==> config.mk <==
export PLATFORM = sky130hd
export DESIGN_NAME = lab_calc_sweeper_flat
export DESIGN_NICKNAME = d
export VERILOG_FILES = /design/src/rtl/lab_calc_sweeper_pkg.sv /design/src/rtl/lab_calc_sweeper_if.sv /design/src/rtl/lab_calc_sweeper_dwell_timer.sv /design/src/rtl/lab_calc_sweeper.sv /design/src/flat_wrapper.sv
export SDC_FILE = /design/constraint.sdc
export NUM_CORES = 1
export LEC_CHECK = 0
export CAP_MARGIN = 20
export CORE_ASPECT_RATIO = 1.25
export CORE_UTILIZATION = 28
export CTS_BUF_LIST = sky130_fd_sc_hd__clkbuf_4 sky130_fd_sc_hd__clkbuf_8
export CTS_CLUSTER_SIZE = 20
export DETAILED_ROUTE_END_ITERATION = 8
export HOLD_SLACK_MARGIN = 0.06
export MAX_ROUTING_LAYER = met4
export SYNTH_ARGS = -nofsm -noshare
export SYNTH_HDL_FRONTEND = slang
export SYNTH_SLANG_ARGS = --single-unit
==> constraint.sdc <==
create_clock -name clk -period 1.4 [get_ports clk]
set_input_delay 0.28 -clock clk [delete_from_list [all_inputs] [get_ports clk]]
set_output_delay 0.28 -clock clk [all_outputs]
set_load 0.05 [all_outputs]
==> src/rtl/lab_calc_sweeper_pkg.sv <==
// lab_calc_pkg: shared types and sizes for the lab calculator sweeper.
// Rev 1.0
`default_nettype none

package lab_calc_pkg;

  localparam int NUM_VECTORS = 16;
  localparam int IDX_W       = 4;

  localparam logic [2:0] ST_IDLE   = 3'd0;
  localparam logic [2:0] ST_DRIVE  = 3'd1;
  localparam logic [2:0] ST_SAMPLE = 3'd2;
  localparam logic [2:0] ST_HOLD   = 3'd3;
  localparam logic [2:0] ST_DONE   = 3'd4;

  typedef enum logic [2:0] {
    S_IDLE   = ST_IDLE,
    S_DRIVE  = ST_DRIVE,
    S_SAMPLE = ST_SAMPLE,
    S_HOLD   = ST_HOLD,
    S_DONE   = ST_DONE
  } state_e;

endpackage

`default_nettype wire

==> src/rtl/lab_calc_sweeper_if.sv <==
// lab_calc_sweeper_if: stimulus/return bundle between sweeper and calculator.
// Rev 1.0
`default_nettype none

interface lab_calc_sweeper_if;
  logic calc_d;
  logic calc_c;
  logic calc_a;
  logic calc_b;
  logic calc_y;
  logic calc_z;

  modport master (
    output calc_d, calc_c, calc_a, calc_b,
    input  calc_y, calc_z
  );

  modport slave (
    input  calc_d, calc_c, calc_a, calc_b,
    output calc_y, calc_z
  );
endinterface

`default_nettype wire

==> src/rtl/lab_calc_sweeper_dwell_timer.sv <==
// lab_calc_dwell_timer: clearable up-counter flagging the last dwell cycle.
// Rev 1.0
`default_nettype none

module lab_calc_dwell_timer #(
  parameter int MAX_COUNT = 10,
  parameter int CNT_W     = $clog2(MAX_COUNT + 1)
) (
  input  wire logic clk,
  input  wire logic rst_n,
  input  wire logic clear,
  input  wire logic enable,
  output logic      terminal
);

  localparam logic [CNT_W-1:0] c_terminal = CNT_W'(MAX_COUNT - 1);

  logic [CNT_W-1:0] r_count;

  always_ff @(posedge clk) begin
    if (!rst_n) begin
      r_count <= '0;
    end else if (clear) begin
      r_count <= '0;
    end else if (enable) begin
      r_count <= r_count + 1'b1;
    end
  end

  assign terminal = (r_count == c_terminal);

endmodule

`default_nettype wire

==> src/rtl/lab_calc_sweeper.sv <==
// lab_calc_sweeper: walks the 16 calculator input vectors and captures Y/Z truth tables.
// Rev 1.0
`default_nettype none

module lab_calc_sweeper
  import lab_calc_pkg::*;
#(
  parameter int DWELL_CYCLES = 10,
  parameter int CNT_W        = $clog2(DWELL_CYCLES + 1)
) (
  input  wire logic                   clk,
  input  wire logic                   rst_n,
  input  wire logic                   start,
  input  wire logic                   step_mode,
  input  wire logic                   step,
  lab_calc_sweeper_if.master          calc,
  output logic [IDX_W-1:0]            idx,
  output logic                        busy,
  output logic                        done,
  output logic [NUM_VECTORS-1:0]      table_y,
  output logic [NUM_VECTORS-1:0]      table_z
);

  state_e                 r_state;
  logic [IDX_W-1:0]       r_idx;
  logic                   r_step_mode;
  logic [NUM_VECTORS-1:0] r_table_y;
  logic [NUM_VECTORS-1:0] r_table_z;

  logic w_start_ok;
  logic w_clear;
  logic w_enable;
  logic w_terminal;

  assign w_start_ok = start && ((r_state == S_IDLE) || (r_state == S_DONE));
  assign w_clear    = w_start_ok || (r_state == S_SAMPLE);
  assign w_enable   = (r_state == S_DRIVE);

  lab_calc_dwell_timer #(
    .MAX_COUNT (DWELL_CYCLES),
    .CNT_W     (CNT_W)
  ) u_dwell_timer (
    .clk      (clk),
    .rst_n    (rst_n),
    .clear    (w_clear),
    .enable   (w_enable),
    .terminal (w_terminal)
  );

  always_ff @(posedge clk) begin
    if (!rst_n) begin
      r_state     <= S_IDLE;
      r_idx       <= '0;
      r_step_mode <= 1'b0;
      r_table_y   <= '0;
      r_table_z   <= '0;
    end else begin
      case (r_state)
        S_IDLE, S_DONE: begin
          if (start) begin
            r_state     <= S_DRIVE;
            r_idx       <= '0;
            r_step_mode <= step_mode;
            r_table_y   <= '0;
            r_table_z   <= '0;
          end
        end
        S_DRIVE: begin
          if (w_terminal) begin
            r_state <= S_SAMPLE;
          end
        end
        S_SAMPLE: begin
          r_table_y[r_idx] <= calc.calc_y;
          r_table_z[r_idx] <= calc.calc_z;
          if (r_idx == IDX_W'(NUM_VECTORS - 1)) begin
            r_state <= S_DONE;
          end else if (r_step_mode) begin
            r_state <= S_HOLD;
          end else begin
            r_idx   <= r_idx + 1'b1;
            r_state <= S_DRIVE;
          end
        end
        S_HOLD: begin
          // step takes priority; start is never honoured here
          if (step) begin
            r_idx   <= r_idx + 1'b1;
            r_state <= S_DRIVE;
          end
        end
        default: r_state <= S_IDLE;
      endcase
    end
  end

  // Vector pins follow the index register, so they only move on DRIVE entry
  assign calc.calc_d = r_idx[3];
  assign calc.calc_c = r_idx[2];
  assign calc.calc_a = r_idx[1];
  assign calc.calc_b = r_idx[0];

  assign idx     = r_idx;
  assign busy    = (r_state == S_DRIVE) || (r_state == S_SAMPLE) || (r_state == S_HOLD);
  assign done    = (r_state == S_DONE);
  assign table_y = r_table_y;
  assign table_z = r_table_z;

endmodule

`default_nettype wire

==> src/flat_wrapper.sv <==
// flat-port wrapper written by rule: the top's interface ports become plain ports
module lab_calc_sweeper_flat import lab_calc_pkg::*;
#(
  parameter int DWELL_CYCLES = 10,
  parameter int CNT_W        = $clog2(DWELL_CYCLES + 1)
)
  (clk, rst_n, start, step_mode, step, idx, busy, done, table_y, table_z, calc_calc_d, calc_calc_c, calc_calc_a, calc_calc_b, calc_calc_y, calc_calc_z);
  lab_calc_sweeper_if calc_i ();
  input  wire logic clk;
  input  wire logic rst_n;
  input  wire logic start;
  input  wire logic step_mode;
  input  wire logic step;
  output logic [IDX_W-1:0] idx;
  output logic busy;
  output logic done;
  output logic [NUM_VECTORS-1:0] table_y;
  output logic [NUM_VECTORS-1:0] table_z;
  output wire logic [$bits(calc_i.calc_d)-1:0] calc_calc_d;
  output wire logic [$bits(calc_i.calc_c)-1:0] calc_calc_c;
  output wire logic [$bits(calc_i.calc_a)-1:0] calc_calc_a;
  output wire logic [$bits(calc_i.calc_b)-1:0] calc_calc_b;
  input wire logic [$bits(calc_i.calc_y)-1:0] calc_calc_y;
  input wire logic [$bits(calc_i.calc_z)-1:0] calc_calc_z;
  assign calc_calc_d = calc_i.calc_d;
  assign calc_calc_c = calc_i.calc_c;
  assign calc_calc_a = calc_i.calc_a;
  assign calc_calc_b = calc_i.calc_b;
  assign calc_i.calc_y = calc_calc_y;
  assign calc_i.calc_z = calc_calc_z;
  lab_calc_sweeper #(.DWELL_CYCLES(DWELL_CYCLES), .CNT_W(CNT_W)) u_core (.clk(clk), .rst_n(rst_n), .start(start), .step_mode(step_mode), .step(step), .calc(calc_i), .idx(idx), .busy(busy), .done(done), .table_y(table_y), .table_z(table_z));
endmodule
======== Word level (Yosys, flattened, before mapping) ========
Index checks and enable logic that the tools add are counted.
storage, ports and cells
  flip-flop bits (word level) ............. 44
  latch bits .............................. 0
  bits in writable memories ............... 0
  bits in read-only memories .............. 0
  bits of input ports ..................... 7
  word-level logic and storage cells ...... 55
  memories ................................ 0
operators by class
  $add $sub $neg .......................... 2
  multiply operators ...................... 0
  div/mod/pow operators ................... 0
  $lt $le $gt $ge ......................... 2
  equality and inequality tests ........... 11
  shift operators ......................... 0
  multiplexer cells ....................... 18
  bitwise gates (word level) .............. 1
  reductions and logical operators ........ 15
operators by type and width
  operator                                                            count
  one-hot mux 16 bit (2 select lines)                                 2
  bitwise mux 16 bit                                                  2
  2-to-1 mux 16 bit                                                   1
  2-to-1 mux 4 bit                                                    4
  2-to-1 mux 3 bit                                                    4
  one-hot mux 3 bit (4 select lines)                                  1
  one-hot mux 4 bit (3 select lines)                                  1
  adder 4 x 1 -> 4 bit (second input constant)                        2
  == test 4 bit (second input constant)                               2
  inequality test 2 bit (second input constant)                       4
  == test 3 x 2 -> 1 bit (second input constant)                      2
  < comparator 4 x 5 -> 1 bit (second input constant)                 1
  AND reduction 5 bit                                                 1
  demux 1 bit (select 4 bit)                                          1
  greater-or-equal comparator 4 x 1 -> 1 bit (second input constant)  1
  logical OR 1 bit                                                    4
  AND reduction 2 bit                                                 2
  OR reduction 2 bit                                                  2
  == test 3 x 1 -> 1 bit (second input constant)                      1
  == test 3 bit (second input constant)                               1
  zero test 3 bit                                                     1
  AND reduction 3 bit                                                 1
  nonzero test 3 bit                                                  1
  logical AND 1 bit                                                   2
  5 further kinds                                                     5

======== Longest topological paths before layout ========
  depth after elaboration ................. 6
  mapped depth ............................ 7

======== By module ========
From an unflattened synthesis, not the netlist that was laid out.
second synthesis, totals
  cells, all modules ...................... 217
  area, all modules ....................... 1983.2 µm²
by module, submodules not included
  module                instances  cells an instance  area each (µm²)  sequential area each (µm²)
  lab_calc_sweeper      1          196                1781.7           800.8
  lab_calc_dwell_timer  1          21                 201.4            80.1

======== Least setup slack after synthesis ========
OpenSTA, ideal clock, no wires.
  kind .................................... register -> register
  from .................................... register u_core.r_idx[3] (netlist: u_core.idx[3])
  to ...................................... register u_core.r_table_y[11] (netlist: u_core.table_y[11])
  data arrival time ....................... 1698 ps
  path slack .............................. -430 ps
  stages on the path, launching flop included .. 7
  buffers on the path ..................... 2
  cell sequence ........................... dfxtp_1 clkbuf_1 nor2b_1 buf_2 a21oi_2 o21ai_0 a21oi_1
on the way
  word-level cells in the longest chain between the ends .. 6
  elaborated cells on any way between the ends .. 7
  those cells by class .................... order compare: 2; mux: 4; reduce/logical: 1
RTL lines
  item                                                                                                             RTL line                RTL
  start: declaration                                                                                               lab_calc_sweeper.sv:25  logic [IDX_W-1:0] r_idx;
  start signal: assignment                                                                                         lab_calc_sweeper.sv:81  r_idx <= r_idx + 1'b1;
  start signal: assignment                                                                                         lab_calc_sweeper.sv:88  r_idx <= r_idx + 1'b1;
  < comparator 4 x 5 -> 1 bit (implied by the code) or greater-or-equal comparator 4 x 1 -> 1 bit (tied branches)  lab_calc_sweeper.sv:74  r_table_y[r_idx] <= calc.calc_y;
  logical AND 1 bit (implied by the code)                                                                          lab_calc_sweeper.sv:74
  2-to-1 mux 1 bit (implied by the code)                                                                           lab_calc_sweeper.sv:74
  demux 1 bit (select 4 bit) (*)                                                                                   n/a
  bitwise mux 16 bit (*)                                                                                           lab_calc_sweeper.sv:74
  one-hot mux 16 bit (2 select lines) (*)                                                                          lab_calc_sweeper.sv:58  case (r_state)
  end signal: indexed assignment                                                                                   lab_calc_sweeper.sv:74
  end: declaration                                                                                                 lab_calc_sweeper.sv:27  logic [NUM_VECTORS-1:0] r_table_y;
Every way passes the cells marked *; elsewhere a longest branch is shown, timed or not.
A chain may end at the register's enable or synchronous reset.

======== Final worst setup path ========
  from .................................... register u_core.r_state[1]
  to ...................................... output done
on the way
  word-level cells in the longest chain between the ends .. 1
RTL lines
  item                      RTL line                 RTL
  start: declaration        lab_calc_sweeper.sv:24   state_e r_state;
  start signal: assignment  lab_calc_sweeper.sv:52   r_state <= S_IDLE;
  start signal: assignment  lab_calc_sweeper.sv:61   r_state <= S_DRIVE;
  start signal: assignment  lab_calc_sweeper.sv:70   r_state <= S_SAMPLE;
  == test 3 bit             lab_calc_sweeper.sv:105  assign done = (r_state == S_DONE);
  end: declaration          flat_wrapper.sv:16       output logic done;
Every way passes these cells.

==> results.toml <==
[global_routing]
grt_overflow = 0
grt_usage_pct = 15.3
grt_max_degree = 25
antenna_found_initial = 0
grt_pass1_wl_um = 9440
grt_pass1_vias = 2003

[floorplan]
io_pins = 49
dieArea_um2 = 7900
die_height_um = 99.1
start_util_pct = 28.7
coreArea_um2 = 7360
die_x_um = 79.7
std_cell_rows = 35

[sta]
finalHoldViolCount = 0
tns_ns = -0.0886
worstMarginPinSlew_ns = 0.302
setup_slack_ns = -0.0500
rsz0062_at_grt = "true"
fmax_mhz = 690
setup_viol = 2
clock_skew_ns = 0.00475
period_share_pct = 104
period_needed_ns = 1.45
timing.slew.headroom_pct = 79.9
maxSlewViolCount = 0

[detailed_routing]
avgViaCountPerCell = 4.99
routed_wl_um = 5860
drc = 0
drt_iter0_drc = 120
ant_nets = 0
dr.pass1.iters = 4
vias = 2134
wl_per_cell_um = 13.7

[layout]
diodes = 0
final_common_cell = "buf_12"
fin_cells = 428
final_cell_mix = "buf_12, dfxtp_1, a21oi_1, nand2_1, buf_4"
drive_gt1_share_pct = 42.3
fin_nets = 348
areaGrowthSynthToFinish_pct = 78.4
fin_util_pct = 51.2

[job]
drv_cap = 0

[synth]
syn_area_um2 = 2110
synth_edf_count = 0
synthArstFlopShare_pct = 0
synth_nets = 277
syn_inst = 264
yosys_warnings = 0
synth_flop_cell = "dfxtp_1"
syn_avg_cell_area_um2 = 8.00
synth-seq-cells = 44
synth.distinct_cells = 37
ys_seq_area_share_pct = 41.7

[worst_setup_path]
r2r_cells = 5
critical_path.cell_chain = "buf_6, nor2_4, and2_4, buf_12"
critPathRequiredTime_ns = 1.12
slowest_stage = "dfxtp_4"
r2r-start = "u_core.r_state[1]$_SDFFE_PN0P_"
crit_buf_inv = 2
setup.worst_path.end = "done"
cp.depth = 4
slowest_delay_ns = 0.36
end_kind = "primary output"
rr_endpoint = "u_core.table_y[11]$_SDFFE_PN0P_"
path_max_fanout = 5
r2r_setup_slack_ns = 0
startpoint = "u_core.r_state[1]$_SDFFE_PN0P_"
arrival_ns = 1.17
path_class = "reg2out"
critPathLaunchType = "register"
path_delay_family = "flip-flops"

[clock_network]
cts_root_buffer = "clkbuf_8"
cts_made_buffers = 5
htree_levels = 2
cts_tree = "built"
postCtsHoldBufs = 0
clk_latency_ns = 0.30
clk_pin_slew_worst_paths_ns = 0.09
cts_buffer_depth = 2
clkSinkCount = 44

[power]
sequentialPowerShare_pct = 45.3
p_per_area_nw_per_um2 = 748
peakVddDrop_mv = 0.420
power.share.switching_pct = 25.3
clock_power_share_pct = 38.0
p_comb_share_pct = 16.7
p_int_uw = 2110
power_switching_uw = 712
leakage_uw = 0.00133

[place]
port-buffer-count = 48
place_congestion = 0.818
placed_cells = 416
dp_hpwl_um = 4190

[min_path]
hold_class = "reg2reg"
min_from = "u_core.table_z[12]$_SDFFE_PN0P_"

[status]
status = "complete, but fails checks"
violations = "negative setup slack"
[kinds of logic (layout without fill, tap and decap cells)]
group	Yosys count	count (layout)	synth area share, %
flops	44	44	41.7
simple gates	85	85	19.7
buf+inv	29	101	7.35
fa+ha+maj	6	6	3.55
mux	2	2	1.01
compound gates	95	95	25.4
xor+xnor	3	3	1.24
[per-stage QoR]
stage                     instance area, um^2  setup WS (ns)  total power, uW  hold slack, ns
final                                    3770        -0.0500             2820           0.504
after global routing                     3770        -0.0894             2920           0.538
after CTS                                3510        -0.0667             2750           0.521
after detailed placement                 3310         -0.289             1670           0.499
after global placement                   3310         -0.196             1660           0.484
after floorplan                          2160        -0.0266             1500           0.416
[worst register-to-register path, stage by stage (launching register included)]
cell	delay [ns]
dfxtp_4	0.37
or3b_4	0.42
buf_12	0.18
a21oi_4	0.13
o21ai_1	0.09
a21oi_1	0.14
[what timing repair did]
action | 4_1_cts | 5_1_grt
hold endpoints to repair | 0 | 0
gates resized for setup | 21 | 63
setup endpoints to repair | 31 | 41
pin swaps | 4 | 13
setup buffers | 2 | 2
cloned | 1 | 0
[state kept, by name, summed over array words and instances (netlist names)]
register / cells
u_core.table_y: 16
u_core.r_step_mode: 1
u_core.r_state: 3
u_core.u_dwell_timer.r_count: 4
u_core.table_z: 16
u_core.idx: 4
[worst min path at each step]
stage	end	cells past startpoint
3_5_place_dp	u_core.r_step_mode$_SDFFE_PN0P_	2
3_3_place_gp	u_core.r_step_mode$_SDFFE_PN0P_	2
2_1_floorplan	u_core.table_y[15]$_SDFFE_PN0P_	2
5_1_grt	u_core.table_z[0]$_SDFFE_PN0P_	2
4_1_cts	u_core.table_y[0]$_SDFFE_PN0P_	2
6_report	u_core.table_z[12]$_SDFFE_PN0P_	2
[cell usage after synthesis (all sizes together), types with 2 or more instances]
master	count	area share [%]
a21oi	50	13
dfxtp	44	42
o21ai	34	8.1
nand2	33	5.9
buf	14	4.7
nor2	14	2.5
clkbuf	9	1.6
nand3	8	1.9
nand4	8	2.4
and3	6	1.8
ha	6	3.6
inv	5	0.89
and2	3	0.89
nand2b	3	0.89
nor2b	3	0.89
o31ai	3	1.1
a31oi	2	0.59
nor3b	2	0.71
o311ai	2	0.83
xnor2	2	0.83
[power by group through the flow]
stage	registers, uW	logic, uW	clock network, uW
after detailed placement	1300	362	0
after global placement	1300	356	0
final	1280	471	1070
after floorplan	1320	185	0
after global routing	1280	502	1140
after CTS	1280	398	1080
[final cells by class]
type / count / area (um^2)
multi-input combinational: 191 / 1340
sequential: 44 / 902
fill: 681 / 3590
clock buffer: 7 / 96.3
timing repair buffer: 87 / 1260
tap: 92 / 115
inverter: 6 / 22.5
clock inverter: 1 / 30.0
[metal layers]
| metal | vias up | share of wire [%] | GRT usage (%) |
|---|---|---|---|
| li1 | 1068 | - | - |
| met1 | 1015 | 43 | 19.2 |
| met2 | 43 | 52 | 25.2 |
| met3 | 8 | 3.2 | 2.39 |
| met4 | 0 | 1.7 | 4.62 |
| met5 | - | 0 | - |
Note: power is estimated with default switching activity, not from simulation.
